==> src/rtl/led_fader.sv <==
// Two-channel LED fader: level edges become PWM brightness ramps.
// Optional LED_FADER_GAMMA_EN squares brightness into the PWM duty.
module led_fader #(
  parameter int PWM_BITS = 8,
  parameter int STEP_DIV = 256
) (
  input  logic                clk,
  input  logic                rst,
  input  logic                l1,
  input  logic                l2,
  output logic                led1,
  output logic                led2,
  output logic                busy1,
  output logic                busy2,
  output logic [PWM_BITS-1:0] bri1,
  output logic [PWM_BITS-1:0] bri2
);

  localparam int PW = (STEP_DIV > 1) ? $clog2(STEP_DIV) : 1;
  localparam logic [PWM_BITS-1:0] MAX = '1;
  localparam logic [PW-1:0] PLAST = PW'(STEP_DIV - 1);

  logic [PWM_BITS-1:0] pwm_cnt;
  logic [PW-1:0]       presc;
  logic                l1_q;
  logic                l2_q;
  logic                step_tick;
  logic [PWM_BITS-1:0] bri1_n;
  logic [PWM_BITS-1:0] bri2_n;

  function automatic logic [PWM_BITS-1:0] ramp(
    input logic [PWM_BITS-1:0] b,
    input logic                lq,
    input logic                tick
  );
    ramp = b;
    if (tick) begin
      if (lq && (b != MAX))
        ramp = b + 1'b1;
      else if (!lq && (b != '0))
        ramp = b - 1'b1;
    end
  endfunction

  function automatic logic moving(
    input logic [PWM_BITS-1:0] b,
    input logic                lq
  );
    moving = lq ? (b != MAX) : (b != '0);
  endfunction

  function automatic logic [PWM_BITS-1:0] duty(
    input logic [PWM_BITS-1:0] b
  );
`ifdef LED_FADER_GAMMA_EN
    logic [2*PWM_BITS-1:0] sq;
    sq = {{PWM_BITS{1'b0}}, b} * {{PWM_BITS{1'b0}}, b};
    duty = sq[2*PWM_BITS-1:PWM_BITS];
`else
    duty = b;
`endif
  endfunction

  // Full-on override keeps MAX solid across the counter wrap.
  function automatic logic pwm(
    input logic [PWM_BITS-1:0] b,
    input logic [PWM_BITS-1:0] cnt
  );
    pwm = (b == MAX) | (duty(b) > cnt);
  endfunction

  always_comb begin
    step_tick = (presc == PLAST);
    bri1_n    = ramp(bri1, l1_q, step_tick);
    bri2_n    = ramp(bri2, l2_q, step_tick);
  end

  always_ff @(posedge clk) begin
    if (rst) begin
      pwm_cnt <= '0;
      presc   <= '0;
      l1_q    <= 1'b0;
      l2_q    <= 1'b0;
      bri1    <= '0;
      bri2    <= '0;
      led1    <= 1'b0;
      led2    <= 1'b0;
      busy1   <= 1'b0;
      busy2   <= 1'b0;
    end else begin
      pwm_cnt <= pwm_cnt + 1'b1;
      presc   <= step_tick ? '0 : presc + 1'b1;
      l1_q    <= l1;
      l2_q    <= l2;
      bri1    <= bri1_n;
      bri2    <= bri2_n;
      busy1   <= moving(bri1, l1_q);
      busy2   <= moving(bri2, l2_q);
      led1    <= pwm(bri1, pwm_cnt);
      led2    <= pwm(bri2, pwm_cnt);
    end
  end

endmodule

==> config.mk <==
export PLATFORM = sky130hd
export DESIGN_NAME = led_fader
export DESIGN_NICKNAME = d
export VERILOG_FILES = /design/src/rtl/led_fader.sv
export SDC_FILE = /design/constraint.sdc
export NUM_CORES = 1
export LEC_CHECK = 0
export ABC_CLOCK_PERIOD_IN_PS = 3900
export BUFFER_PORTS_ARGS = -buffer_cell sky130_fd_sc_hd__clkbuf_2
export CORE_MARGIN = 3
export CORE_UTILIZATION = 45
export CTS_CLUSTER_SIZE = 14
export DETAILED_ROUTE_END_ITERATION = 7
export GPL_TIMING_DRIVEN = 0
export SLEW_MARGIN = 20
export SYNTH_ARGS = -nofsm -noshare
export SYNTH_HDL_FRONTEND = slang
export SYNTH_SLANG_ARGS = --single-unit
==> constraint.sdc <==
create_clock -name clk -period 3.9 [get_ports clk]
set_input_delay 0.585 -clock clk [delete_from_list [all_inputs] [get_ports clk]]
set_output_delay 0.585 -clock clk [all_outputs]
set_load 0.01 [all_outputs]
Word level (Yosys, flattened, before mapping)
Index checks and enable logic that the tools add are counted.

storage, ports and cells
  register bits = 38
  input port bits = 4
  output and inout bits = 20

operators by class
  add/sub/neg operators = 6
  order comparisons = 2
  equality and inequality tests = 5
  mux-type cells = 6
  bitwise logic cells = 2
  reductions and logical operators = 13

operators with widths
  cell                   number
  $add A8 B1 Y8 const B  4
  $mux W8                4
  $eq A8 B8 Y1 const B   3
  $gt A8 B8 Y1           2
  $ne A8 B8 Y1 const B   2
  $reduce_bool A8 Y1     2
  $sub A8 B1 Y8 const B  2
  $logic_and A1 B1 Y1    4
  $reduce_and A2 Y1      2
  $reduce_bool A2 Y1     2
  $logic_not A1 Y1       2
  $mux W1                2
  $or A1 B1 Y1           2
  $reduce_or A2 Y1       1

Logic depth before layout (Yosys ltp)
Gate-level depths: netlist of run 1.

  depth after elaboration = 4
  gate-level depth with buffers = 8
  mapped depth without buffers = 8

Least setup slack after synthesis of run 1
OpenSTA, ideal clock, no wires.

  path kind = register -> register
  from = reg bri1[0]
  to = reg bri1[7]
  setup time = 0.121 ns
  data arrival time = 2.715 ns
  path slack = 1.064 ns
  stages on the path, launching flop included = 9
  path through = dfxtp_1 nand4_1 o21ai_0 ha_1 a211oi_1 o21ai_0 a31oi_1 mux2i_1 mux2_2

between the ends
  longest elaborated chain between the ends = 4
  elaborated cells between the ends (all ways) = 10

ends and longest elaborated chain
  what                                                                   RTL line  RTL
  start: declaration                                                     15        output logic [PWM_BITS-1:0] bri1,
  start signal: assignment                                               95        bri1 <= bri1_n;
  parallel branches: the longest is 4 deep, another holds $sub A8 B1 Y8  -

Parallel ways; which one is timed is not known. The select of a mux whose other input is x is not followed.
A chain may end at the register's enable or synchronous reset.

Worst setup path in the final report of run 1
Same ends and word-level chain as after synthesis.

==> results of run 1 <==
## synthesized netlist by cell type (2+ instances only)
cell type,n
nor2_1,35
ha_1,30
xnor2_1,13
o21ai_0,13
and4_1,3
mux2_2,4
clkbuf_1,3
dfxtp_1,38
mux2i_1,10
nor2b_1,9
fa_1,2
xor2_1,6
nand2b_1,2
a211oi_1,12
nand2_1,3
o21a_1,5
nand4_1,6
a21oi_1,9
inv_1,13
nor3_1,9
nand3_1,7
or4_1,2
o211ai_1,3
nor3b_1,6
a31oi_1,2
and3_1,3
a21o_1,9
nor4_1,2
## per-layer routing
metal  part of all wire (%)  vias up
li1                       -     1033
met1                     51      900
met2                     46       26
met3                    2.9        0
met4                      0        0
met5                      0        -
## cell families (layout without fill, tap and decap cells)
kind of cell | Yosys count | in the layout | synth area share [%]
adder cells (fa/ha/maj) | 32 | 32 | 17.0
multiplexers | 14 | 14 | 5.95
AND/OR/NAND/NOR | 92 | 92 | 21.0
XOR/XNOR | 19 | 19 | 6.83
flip-flops | 38 | 38 | 31.2
buffers and inverters | 17 | 48 | 2.62
AO/OA/AOI/OAI | 55 | 55 | 15.3
## worst max-delay path by stage
| stage | slack, ns | cells past startpoint | startpoint | endpoint |
|---|---|---|---|---|
| after floorplan | 1.06 | 8 | bri1[0] | bri1[7] |
| after global placement | 0.50 | 8 | bri1[0] | bri1[7] |
| after detailed placement | 0.51 | 8 | bri1[0] | bri1[7] |
| after CTS | 0.47 | 8 | bri1[0] | bri1[7] |
| after global routing | 0.55 | 8 | bri1[0] | bri1[7] |
| final | 0.77 | 8 | bri1[0] | bri1[7] |
## layout make-up
class,instances,area (sq um),area share (%)
clock inverters,1,5.00,0.183
clock buffers,7,86.3,3.16
multi-input cells,212,1610,59.0
plain buffers,4,15.0,0.550
repair buffers,23,115,4.21
inverters,13,48.8,1.79
well taps,70,87.6,3.21
flip-flops and latches,38,761,27.9
## sequential cells by signal (all words and copies together) (netlist names)
name	flops
bri1	8
bri2	8
busy1	1
busy2	1
l1_q	1
l2_q	1
led1	1
led2	1
presc	8
pwm_cnt	8
## stage by stage
stage | hold WS (ns) | setup WS, ns
global placement | 0.474 | 0.505
global route | 0.515 | 0.545
floorplan | 0.443 | 1.06
CTS | 0.502 | 0.470
finish | 0.500 | 0.773
detailed placement | 0.484 | 0.509
## power breakdown
group / total, mW / switching [mW] / internal (mW)
combinational: 0.0731 / 0.0399 / 0.0332
clock: 0.278 / 0.136 / 0.143
sequential: 0.405 / 0.00780 / 0.397
## cell usage in the layout, fill, tap and decap left out, types with 10 or more instances in the layout
| cell type | n |
|---|---|
| ha_1 | 30 |
| inv_1 | 13 |
| o21ai_0 | 11 |
| xnor2_1 | 13 |
| nor2_1 | 35 |
| dfxtp_1 | 38 |
| a211oi_1 | 12 |
| mux2i_1 | 10 |
| clkbuf_2 | 23 |
## worst register-to-register path: stages (launching register included)
cell,delay [ns]
dfxtp_1,0.55
nand4_1,0.20
o21ai_1,0.60
ha_1,0.37
a211oi_1,0.25
o21ai_0,0.18
a31oi_1,0.29
mux2i_1,0.25
mux2_2,0.35
==> summary.txt, run 1 <==
Outcome
  – Result of the run: complete, no violations

Finish
  – Post-route design area: approximately 0.0027 sq mm
  – Final cell count without fillers: around 370
  – Fin nets: roughly 330
  – Fraction of layout instances using a drive strength above 1: between 10% and 20%
  – Final core occ: between 50% and 60%
  – ANT cells: 0
  – Fillers: about 500
  – Area delta synth->final: 12.1%

Routing
  – Routed len/inst: around 14 um
  – Routed WL: about 5200 um
  – Via density: between 5 and 6
  – Drt first-iter violations: 50
  – Drt first pass iters: 4
  – Antenna Nets Post-Route: 0
  – Via count: 1959
  – Remaining DRCs: 0

Clock network
  – Clock Latency Late Sink: 0.28 ns
  – H-tree lvl count: 2
  – CTS root buf: clkbuf_8
  – CTS buffer count: 5
  – Max Buffers Root-to-Sink: 2
  – Post-CTS Setup Inserts: 0
  – CTS Hold Bufs: 0
  – Clk sinks: 38
  – Post_cts resized: 0
  – Reg clk slew, reported paths: approximately 0.08 ns
  – CTS tree: done

Setup path
  – Reg2reg start: bri1[0]
  – Reg2reg setup slack: around 0.77 ns
  – Crit-path max cell delay: 0.60 ns
  – Reg2reg end: bri1[7]
  – Setup crit start kind: flop
  – CP bufs+invs: 0
  – Nature of the critical path endpoint: flop
  – CP required: 4.08 ns
  – Critical path type: reg -> reg
  – R2R cell count: 8
  – Cell family with most CP delay: compound AO/OA/AOI/OAI gates
  – Worst path arrival time: about 3.3 ns
  – Worst path slowest cell: o21ai_1
  – Crit path max fanout: 8
  – Crit-path cells: nand4_1 -> o21ai_1 -> ha_1 -> a211oi_1 -> o21ai_0 -> a31oi_1 -> mux2i_1 -> mux2_2

Hold path
  – Hold path endpoint: pwm_cnt[0]
  – Hold Path Class: reg -> reg
  – Hold path cells: 1
  – HP Start: pwm_cnt[0]

Global routing
  – Met3 Use GR: under 10%
  – Pin count of the biggest net entering global routing: 12
  – Vias in the first global route: 1859
  – GR Util All Layers: 17.0%
  – First-pass GRT wire length: about 8600 um
  – Met1 usage: 22.0%
  – Initial antenna violation count: 0
  – Grt ovf: 0
  – Grt peak-use layer: met2
  – M2 GR Usage: around 29%

Power and ir drop
  – Pwr/cell area: about 280 mW/mm^2
  – Max rail drop VDD: between 0.0001 and 0.00015 V
  – Static leakage: ~1.1 nW
  – Pwr Total: approximately 0.76 mW

Floorplanning
  – Die Span X: about 80 um
  – Chip height: between 70 and 80 um
  – CORE AREA: between 0.005 and 0.006 sq mm
  – Rows: 26
  – Io pins: 24
  – Starting Density: 47.1%
  – Die Footprint: roughly 0.0063 sq mm

Timing
  – RSZ-0062 raised after global routing: no
  – TNS Setup: 0 ns
  – FMAX: 320 MHz
  – Final setup fails: 0
  – Rel. slew slack: between 50 and 60%
  – Fin. Hold Viols: 0
  – Period utilisation layout: approximately four fifths
  – Tmin final: ~3.1 ns
  – Max Slew Vio Count: 0
  – Slew @ Worst Pin: roughly 0.7 ns
  – Clock skew: 0.00707 ns

Logic synthesis
  – Sequential-to-total area share from yosys stat: between 30% and 40%
  – Synthesized Nets: between 300 and 400
  – Distinct cells, synth: 36
  – Async SR Flop Fraction: 0%
  – Largest cells by area after synthesis: dfxtp_1 31%, ha_1 15%, nor2_1 5.4%
  – Post-Synthesis Cells: approximately 270
  – Mapped Area: between 0.002 and 0.0025 sq mm
  – Syn avg cell area: just over 9 sq um
  – Top_reg_cell synth: dfxtp_1
  – Synth top area share: approximately 31%
  – Syn. warnings: 0
  – Synth area leader: dfxtp_1
  – Post-synth EDFFs: 0
  – Number of synthesized register bits: 38

Placed design
  – IO buf count: 23
  – Placed cells: 360
  – RePlAce Congestion: 0.765
  – Dpl hpwl: around 4000 um
  – Area after DPL: about 0.0026 sq mm

Job
  – Max cap viols: 0
No activity file was read; power rests on OpenSTA's default activity.
==> run 2, diff against run 1 <==
- ABC_AREA: not set -> 1
- ABC_CLOCK_PERIOD_IN_PS: 3900 -> 2900
- clock period: 3.9 -> 2.9 ns (I/O delays scaled with it)
==> run 2 against run 1 <==
Compared with the run above:
- register-to-register slack got worse by 0.27 ns
- via count increased by 9.2%
- non-clock buffer count unchanged
- area after synthesis is 1.4% higher
- setup slack lost 0.27 ns
- core utilization is 0.75 points higher
- wire length grew 1.5%
- sequential power grew 34%
- largest cell class unchanged
- highest routed layer is now met4
==> summary.txt, run 2 <==
Logic synthesis
  – Number of synthesized register bits: 38
  – Syn avg cell area: approximately 7.1 sq um
  – Count leader, synth: nand2_1
  – Synth cell count leaders: 74 x nand2_1, 61 x nor2_1, 38 x dfxtp_1, 35 x inv_1, 30 x ha_1
  – Post-synth EDFFs: 0
  – Top_reg_cell synth: dfxtp_1
  – Sequential-to-total area share from yosys stat: between 30% and 40%
  – Synth area leader: dfxtp_1
  – Synth top area share: 30.8%
  – Largest cells by area after synthesis: dfxtp_1 31%, ha_1 15%, nand2_1 11%
  – Async SR Flop Fraction: 0%
  – Syn. warnings: 0
  – Post-Synthesis Cells: 349
  – Mapped Area: between 0.002 and 0.0025 sq mm
  – Synthesized Nets: ~390
  – Distinct cells, synth: 31

Routing
  – Drt first pass iters: 4
  – Routed WL: 5270 um
  – Routed len/inst: roughly 12 um
  – Drt first-iter violations: 94
  – Antenna Nets Post-Route: 0
  – Via count: around 2100
  – Remaining DRCs: 0
  – Via density: between 4 and 5

Clock network
  – CTS buffer count: 5
  – Post-CTS Setup Inserts: 0
  – Clk sinks: 38
  – Clock Latency Late Sink: 0.29 ns
  – CTS Hold Bufs: 0
  – Post_cts resized: 0
  – Max Buffers Root-to-Sink: 2
  – H-tree lvl count: 2
  – Reg clk slew, reported paths: roughly 0.08 ns
  – CTS tree: done
  – CTS root buf: clkbuf_8

Placed design
  – IO buf count: 23
  – Dpl hpwl: just over 4000 um
  – RePlAce Congestion: between 0.8 and 0.9
  – Placed cells: about 440
  – Area after DPL: between 0.002 and 0.003 sq mm

Hold path
  – Hold Path Class: in -> reg
  – Hold path endpoint: l1_q
  – Hold path cells: 3
  – HP Start: l1

Finish
  – Fin nets: around 420
  – ANT cells: 0
  – Fraction of layout instances using a drive strength above 1: between 10 and 15%
  – Area delta synth->final: 12.8%
  – Most frequent cells in the layout: 74 x nand2_1, 61 x nor2_1, 38 x dfxtp_1
  – Most common cell after layout, fill and taps aside: nand2_1
  – Post-route design area: 0.00279 sq mm
  – Final cell count without fillers: 450

Setup path
  – Reg2reg setup slack: roughly 0.50 ns
  – Critical path type: reg -> reg
  – Reg2reg end: bri2[7]
  – Reg2reg start: bri2[1]
  – Most used cell, CP: nor2_1
  – Crit path max fanout: 9
  – R2R cell count: 13
  – Worst path arrival time: between 2 and 3 ns
  – Crit-path max cell delay: between 0.5 and 0.6 ns
  – Nature of the critical path endpoint: flop
  – Setup crit start kind: flop
  – CP required: slightly above 3 ns
  – Worst path slowest cell: dfxtp_1
  – Crit-path cells: nand2_1 -> nor2_1 -> nand2_1 -> nand2_1 -> ha_1 -> a21oi_1 -> nor2_1 -> nor2_1 -> o21ai_0 -> nand3_1 -> nand2_1 -> nor2_1 -> nor2_1

Timing
  – Clock skew: roughly 0.0062 ns
  – Slew @ Worst Pin: between 0.5 and 0.6 ns
  – Final setup fails: 0
  – Rel. slew slack: between 60% and 70%
  – RSZ-0062 raised after global routing: no
  – Max Slew Vio Count: 0
  – TNS Setup: 0 ns
  – FMAX: ~420 MHz
  – Tmin final: 2.40 ns
  – Period utilisation layout: between 80% and 90%
  – Fin. Hold Viols: 0

Global routing
  – Grt ovf: 0
  – First-pass GRT wire length: 8980 um
  – GR Util All Layers: around 18%
  – Pin count of the biggest net entering global routing: 14
  – Vias in the first global route: 1941
  – Initial antenna violation count: 0

Outcome
  – Result of the run: complete, no violations

Floorplanning
  – CORE AREA: between 0.005 and 0.006 sq mm
  – Rows: 26
  – Chip height: 80.1 um
  – Io pins: 24
  – Starting Density: 47.5%
  – Die Footprint: approximately 0.0064 sq mm
  – Die Span X: 80.1 um

Job
  – Max cap viols: 0

Power and ir drop
  – Cell Int Power: roughly 0.83 mW
  – Pwr/cell area: a little under 400 mW/mm^2
  – Clock power frac: around 42%
  – Seq pwr share: between 40 and 50%
  – Max rail drop VDD: a little under 0.0002 V
  – Static leakage: roughly 1.3 nW
  – Sw power: approximately 0.26 mW
  – Comb power frac: about 8.6%
  – Switching share of power: around a quarter
==> run 2: cell types whose count changed in the layout (fill, tap and decap cells not counted), moves of 5 or more <==
| cell | previous run | this run |
|---|---|---|
| nor3_1 | 9 | 3 |
| nand3_1 | 7 | 15 |
| nor2b_1 | 9 | 0 |
| xnor2_1 | 13 | 4 |
| nand2_2 | 0 | 6 |
| a211oi_1 | 12 | 0 |
| o21ai_1 | 2 | 7 |
| nand2_1 | 3 | 74 |
| nor3b_1 | 6 | 0 |
| inv_1 | 13 | 35 |
| mux2i_1 | 10 | 0 |
| a21oi_1 | 9 | 26 |
| nor2_1 | 35 | 61 |
| a21o_1 | 9 | 3 |
==> run 2: cell type report <==
class / count / area (sq um)
Inverter: 39 / 146
Multi-Input combinational cell: 268 / 1540
Fill cell: 536 / 2420
Tap cell: 70 / 87.6
Buffer: 4 / 26.3
Clock inverter: 3 / 45.0
Timing Repair Buffer: 23 / 115
Clock buffer: 5 / 68.8
Sequential cell: 38 / 761
==> run 2: worst max path at each step <==
stage | end | slack (ns) | depth (start not counted) | start
after floorplan | bri2[7] | 0.85 | 12 | bri2[1]
after global placement | bri2[7] | 0.62 | 13 | bri2[1]
after detailed placement | bri2[7] | 0.57 | 12 | bri2[1]
after CTS | bri2[7] | 0.51 | 12 | bri2[1]
after global routing | bri2[7] | 0.31 | 13 | bri2[1]
final | bri2[7] | 0.50 | 13 | bri2[1]
==> run 2: per-layer routing <==
layer | vias to the layer above | share of wire (%) | GRT usage (%)
met2 | 22 | 44 | 28.0
met3 | 2 | 2.6 | 3.70
met5 | - | 0 | 0
met1 | 932 | 53 | 24.6
met4 | 0 | 0.36 | 4.05
li1 | 1184 | - | -
==> run 2: cell families after synthesis <==
| group | share of synthesized area [%] |
|---|---|
| flip-flops | 30.8 |
| AND/OR/NAND/NOR | 29.3 |
| adder cells (fa/ha/maj) | 16.8 |
| buffers and inverters | 6.99 |
| AO/OA/AOI/OAI | 11.2 |
| XOR/XNOR | 4.96 |
==> run 2: worst max-delay path: cells and delay by family (launching register included) <==
kind,cells,cell delay (ns)
AOI/OAI and AO/OA,2,0.38
adders and majority gates,1,0.35
DFF,1,0.51
and+or+nand+nor,10,1.06
==> run 2: through the flow <==
| step | worst slack (ns) | hold slack (ns) | util, % | power (mW) |
|---|---|---|---|---|
| final | 0.499 | 0.329 | 53.6 | 1.08 |
| after global routing | 0.307 | 0.322 | 53.6 | 1.13 |
| after CTS | 0.514 | 0.316 | 53.6 | 1.10 |
| after detailed placement | 0.566 | 0.449 | 51.4 | 0.647 |
| after global placement | 0.619 | 0.434 | 51.4 | 0.645 |
| after floorplan | 0.853 | 0.418 | - | 0.623 |
==> run 2: power groups by stage <==
stage | logic (mW) | clock network (mW) | registers (mW)
floorplan | 0.0689 | 0 | 0.554
global placement | 0.0921 | 0 | 0.553
detailed placement | 0.0937 | 0 | 0.554
CTS | 0.0940 | 0.461 | 0.541
global route | 0.108 | 0.480 | 0.543
finish | 0.0931 | 0.450 | 0.541
